## config.mk

```make
export PLATFORM = sky130hd
export DESIGN_NAME = instr_dispatch_flat
export DESIGN_NICKNAME = d
export VERILOG_FILES = /design/src/rtl/instr_dispatch_if.sv /design/src/rtl/instr_dispatch.sv /design/src/flat_wrapper.sv
export SDC_FILE = /design/constraint.sdc
export NUM_CORES = 1
export LEC_CHECK = 0
export ABC_AREA = 1
export BUFFER_PORTS_ARGS = -buffer_cell sky130_fd_sc_hd__buf_2
export CAP_MARGIN = 0
export CORE_MARGIN = 4
export CORE_UTILIZATION = 48
export DETAILED_ROUTE_END_ITERATION = 7
export GPL_TIMING_DRIVEN = 0
export PLACE_DENSITY = 0.71
export SLEW_MARGIN = 10
export SYNTH_ARGS = -nofsm -noshare
export SYNTH_HDL_FRONTEND = slang
export SYNTH_SLANG_ARGS = --single-unit
```

## constraint.sdc

```tcl
create_clock -name clk -period 2.4 [get_ports clk]
set_clock_uncertainty 0.05 [all_clocks]
set_input_delay 0.12 -clock clk [delete_from_list [all_inputs] [get_ports clk]]
set_output_delay 0.12 -clock clk [all_outputs]
set_load 0.02 [all_outputs]
```

## src/rtl/instr_dispatch_if.sv

```systemverilog
// Host-side instruction push channel for instr_dispatch.
// Transfer happens on a rising edge with in_valid and in_ready both high.
interface instr_dispatch_if;
    logic        in_valid;
    logic [15:0] in_instr;
    logic        in_ready;

    modport master (
        output in_valid,
        output in_instr,
        input  in_ready
    );

    modport slave (
        input  in_valid,
        input  in_instr,
        output in_ready
    );
endinterface

```

## src/rtl/instr_dispatch.sv

```systemverilog
// Instruction FIFO feeding the datapath controller; the head is the IR,
// decoded combinationally and issued with an s/w start-done handshake.
module instr_dispatch #(
    parameter int DEPTH   = 4,
    parameter int COUNT_W = 8
) (
    input  logic               clk,
    input  logic               reset,
    instr_dispatch_if.slave    host,
    input  logic               w,
    input  logic [1:0]         nsel,
    output logic               s,
    output logic [2:0]         opcode,
    output logic [1:0]         op,
    output logic [2:0]         readnum,
    output logic [2:0]         writenum,
    output logic [1:0]         shift,
    output logic [15:0]        sximm8,
    output logic [15:0]        sximm5,
    output logic               busy,
    output logic [COUNT_W-1:0] issued_count
);

    localparam int AW = $clog2(DEPTH);
    localparam logic [AW:0] FULL_CNT = (AW+1)'(DEPTH);

    localparam logic [1:0] IDLE  = 2'd0;
    localparam logic [1:0] ISSUE = 2'd1;
    localparam logic [1:0] BUSY  = 2'd2;

    logic [15:0]   mem [DEPTH];
    logic [AW-1:0] rd_ptr;
    logic [AW-1:0] wr_ptr;
    logic [AW:0]   count;
    logic [1:0]    state;
    logic          full;
    logic          empty;
    logic          push;
    logic          pop;
    logic [15:0]   head;

    assign full  = (count == FULL_CNT);
    assign empty = (count == '0);
    assign push  = host.in_valid & ~full;
    assign pop   = (state == BUSY) & w;

    assign host.in_ready = ~full;

    always_ff @(posedge clk) begin
        if (reset) begin
            rd_ptr       <= '0;
            wr_ptr       <= '0;
            count        <= '0;
            state        <= IDLE;
            issued_count <= '0;
        end else begin
            if (push)
                wr_ptr <= wr_ptr + 1'b1;
            if (pop) begin
                rd_ptr       <= rd_ptr + 1'b1;
                issued_count <= issued_count + 1'b1;
            end
            case ({push, pop})
                2'b10:   count <= count + 1'b1;
                2'b01:   count <= count - 1'b1;
                default: count <= count;
            endcase
            // Head is only popped at retire, so the IR holds through BUSY.
            case (state)
                IDLE:    if (!empty) state <= ISSUE;
                ISSUE:   if (w) state <= BUSY;
                BUSY:    if (w) state <= IDLE;
                default: state <= IDLE;
            endcase
        end
    end

    always_ff @(posedge clk) begin
        if (!reset && push)
            mem[wr_ptr] <= host.in_instr;
    end

    assign head = empty ? 16'h0000 : mem[rd_ptr];

    assign opcode = head[15:13];
    assign op     = head[12:11];
    assign shift  = head[4:3];
    assign sximm8 = {{8{head[7]}}, head[7:0]};
    assign sximm5 = {{11{head[4]}}, head[4:0]};

    always_comb begin
        readnum = 3'b000;
        case (nsel)
            2'b00:   readnum = head[10:8];
            2'b01:   readnum = head[2:0];
            2'b10:   readnum = head[7:5];
            default: readnum = 3'b000;
        endcase
    end

    assign writenum = readnum;
    assign s        = (state == ISSUE);
    assign busy     = (state != IDLE) | ~empty;

endmodule

```

## src/flat_wrapper.sv

```systemverilog
// flat-port wrapper written by rule: the top's interface ports become plain ports
module instr_dispatch_flat 
#(
    parameter int DEPTH   = 4,
    parameter int COUNT_W = 8
)
  (clk, reset, w, nsel, s, opcode, op, readnum, writenum, shift, sximm8, sximm5, busy, issued_count, host_in_valid, host_in_instr, host_in_ready);
  instr_dispatch_if host_i ();
  input  logic clk;
  input  logic reset;
  input  logic w;
  input  logic [1:0] nsel;
  output logic s;
  output logic [2:0] opcode;
  output logic [1:0] op;
  output logic [2:0] readnum;
  output logic [2:0] writenum;
  output logic [1:0] shift;
  output logic [15:0] sximm8;
  output logic [15:0] sximm5;
  output logic busy;
  output logic [COUNT_W-1:0] issued_count;
  input wire logic [$bits(host_i.in_valid)-1:0] host_in_valid;
  input wire logic [$bits(host_i.in_instr)-1:0] host_in_instr;
  output wire logic [$bits(host_i.in_ready)-1:0] host_in_ready;
  assign host_i.in_valid = host_in_valid;
  assign host_i.in_instr = host_in_instr;
  assign host_in_ready = host_i.in_ready;
  instr_dispatch #(.DEPTH(DEPTH), .COUNT_W(COUNT_W)) u_core (.clk(clk), .reset(reset), .host(host_i), .w(w), .nsel(nsel), .s(s), .opcode(opcode), .op(op), .readnum(readnum), .writenum(writenum), .shift(shift), .sximm8(sximm8), .sximm5(sximm5), .busy(busy), .issued_count(issued_count));
endmodule
```

==> flow_summary.json <==
{
  "worst-r2r-setup-slack_ns": 0.40,
  "period_minus_slack_ns": 2.21,
  "arrival_ns": 2.04,
  "ys_types": 24,
  "maxSlewViolCount": 0,
  "rows": 32,
  "core_area_um2": 7770,
  "hold_violations": 0,
  "timing.rr.end": "u_core.count[2]",
  "cap_violations": 0,
  "die_w_um": 97.5,
  "clockBufferDepth": 2,
  "grt-ovfl-total": 0,
  "start_util_pct": 49.5,
  "grt_max_degree": 16,
  "dieArea_um2": 9500,
  "yosys-top-cells-area": "edfxtp_1 (50%), dfxtp_1 (9.9%), nand2_1 (6.7%)",
  "cts_tree": "built",
  "grt_pass1_vias": 2746,
  "critPathKind": "reg2out",
  "final_cell_mix": "buf_2 (79), nand2_1 (69), edfxtp_1 (64), inv_1 (46), nor2_1 (46)",
  "syn_avg_cell_area_um2": 9.85,
  "wl_um": 7870,
  "cp_max_fo": 14,
  "r2r-start": "u_core.state[1]",
  "place_congestion": 0.873,
  "area_growth_pct": 25.4,
  "post-route-period-util_pct": 92.0,
  "root_buffer": "clkbuf_8",
  "end_kind": "primary output",
  "seq_area_um2": 2300,
  "multi_input_area_um2": 1040,
  "worstHoldPathCells": 3,
  "fp.dieH_um": 97.5,
  "first_pass_iters": 4,
  "status": "complete, no violations",
  "layout_commonest_cell": "buf_2",
  "io_pins": 78,
  "postPlaceCellArea_um2": 4430,
  "grt_pass1_wl_um": 13100,
  "yosys.area.top_type_share_pct": 50.0,
  "p_per_area_nw_per_um2": 691,
  "synth_area_um2": 3840,
  "clock_latency_ns": 0.35,
  "post_cts.repair.setup_buffers": 0,
  "post-route-cell-area_um2": 4820,
  "drt-initial-drc-count": 170,
  "final_util_pct": 62.0,
  "antenna_left": 0,
  "port_buffers": 77,
  "numCtsBuffers": 9,
  "synth_seq_cells": 83,
  "diodes": 0,
  "cp-start-kind": "flop",
  "required_ns": 2.23,
  "synth_cells": 390,
  "fin_cells": 607,
  "clock_sinks": 83,
  "place_hpwl_um": 5590,
  "hp-class": "in2reg",
  "avgViaCountPerCell": 4.69,
  "hold_slack_ns": 0.0944,
  "drive_gt1_share_pct": 30.1,
  "grtUsageTotal_pct": 17.2,
  "total_power_mw": 3.33,
  "drc": 0,
  "synth.largest_area_cell": "edfxtp_1",
  "seq_area_frac_synth_pct": 59.9,
  "rr_worst_depth": 9,
  "nNetsFinal": 529,
  "clk_pin_slew_ns": 0.08,
  "fill_cells": 654,
  "place_inst": 573,
  "antenna_found_initial": 0,
  "vias": 2845,
  "yosys_warnings": 0,
  "htreeDepth": 3,
  "synth_nets": 419,
  "finalSetupViolCount": 0,
  "p_leak_nw": 2.17,
  "ir_worst_vdd_mv": 0.352,
  "slew_headroom_pct": 64.8,
  "wl_per_cell_um": 13.0,
  "hp-start": "host_in_valid",
  "worstHoldEndpoint": "u_core.wr_ptr[0]",
  "fmax_mhz": 453,
  "worstMarginPinSlew_ns": 0.527
}
## cell usage after synthesis
cell type,instances
nor2_2,2
o21ai_1,1
ha_1,6
clkinv_2,1
nor2_1,50
edfxtp_1,64
a21oi_1,30
inv_4,1
clkbuf_2,1
buf_4,30
o21ai_0,26
nand3_1,24
xor2_1,1
inv_2,2
inv_1,46
fa_1,1
o21ai_2,1
buf_6,7
nand2_1,69
buf_2,2
clkbuf_8,1
nand4_1,3
nand3_2,2
dfxtp_1,19
## worst max-delay path, cell delays in order, from the launching register on
cell,delay [ns]
dfxtp_1,0.35
buf_6,0.15
inv_2,0.08
buf_6,0.16
nor2_1,0.09
o21ai_0,0.16
a21oi_4,0.37
buf_4,0.18
buf_2,0.15
## timing repair
item / 4_1_cts / 5_1_grt
cloned: 0 / 0
setup endpoints to repair: 22 / 14
endpoints found under the hold margin: 69 / 0
gates resized for setup: 2 / 1
hold buffers: 18 / 0
## report_power, final
part / switching (mW) / internal (mW)
Combinational: 0.442 / 0.291
Clock: 0.499 / 0.488
Sequential: 0.0170 / 1.59
Total: 0.958 / 2.37
## flip-flops by register name (all words and copies together) (netlist names), named ones only
| signal | cells |
|---|---|
| u_core.mem | 64 |
| u_core.state | 2 |
| u_core.issued_count | 8 |
| u_core.rd_ptr | 2 |
| u_core.wr_ptr | 2 |
| u_core.count | 3 |
## kinds of logic (layout without fill, tap and decap cells)
kind of cell,Yosys count,after routing,synth area share [%]
flops,83,83,59.9
buf+inv,91,206,13.6
fa+ha+maj,7,7,2.47
simple gates,150,150,16.1
compound gates,58,58,7.65
xor+xnor,1,1,0.228
## worst max path at each step
| stage | start | to | slack (ns) | cells past startpoint |
|---|---|---|---|---|
| 2_1_floorplan | u_core.count[0] | sximm5[10] | 0.34 | 6 |
| 3_3_place_gp | u_core.count[1] | u_core.mem[2][3] | 0.03 | 4 |
| 3_5_place_dp | u_core.count[0] | sximm5[10] | 0.09 | 7 |
| 4_1_cts | u_core.count[0] | sximm5[10] | 0.04 | 7 |
| 6_report | flop | sximm5[10] | 0.19 | 8 |
| 5_1_grt | flop | sximm5[10] | -0.003 | 8 |
## area by class of cell
class	instances	share of cell area (%)
clock inverters	7	1.56
multi-input cells	216	21.6
flip-flops and latches	83	47.8
inverters	50	3.97
clock buffers	9	2.57
well taps	102	2.65
repair buffers	99	13.0
plain buffers	41	6.91
## through the flow
step	setup TNS, ns	worst slack, ns
5_1_grt	-0.00324	-0.00324
3_5_place_dp	0	0.0897
4_1_cts	0	0.0416
2_1_floorplan	0	0.340
3_3_place_gp	0	0.0322
6_report	0	0.192
## layer usage
layer | global-route usage (%) | vias up | wire length, µm
li1 | - | 1473 | -
met1 | 22.9 | 1271 | 3530
met2 | 27.3 | 94 | 3700
met3 | 5.67 | 7 | 573
met4 | 4.47 | 0 | 63
met5 | 0 | - | 0
Power figures use the tool's default switching activity.
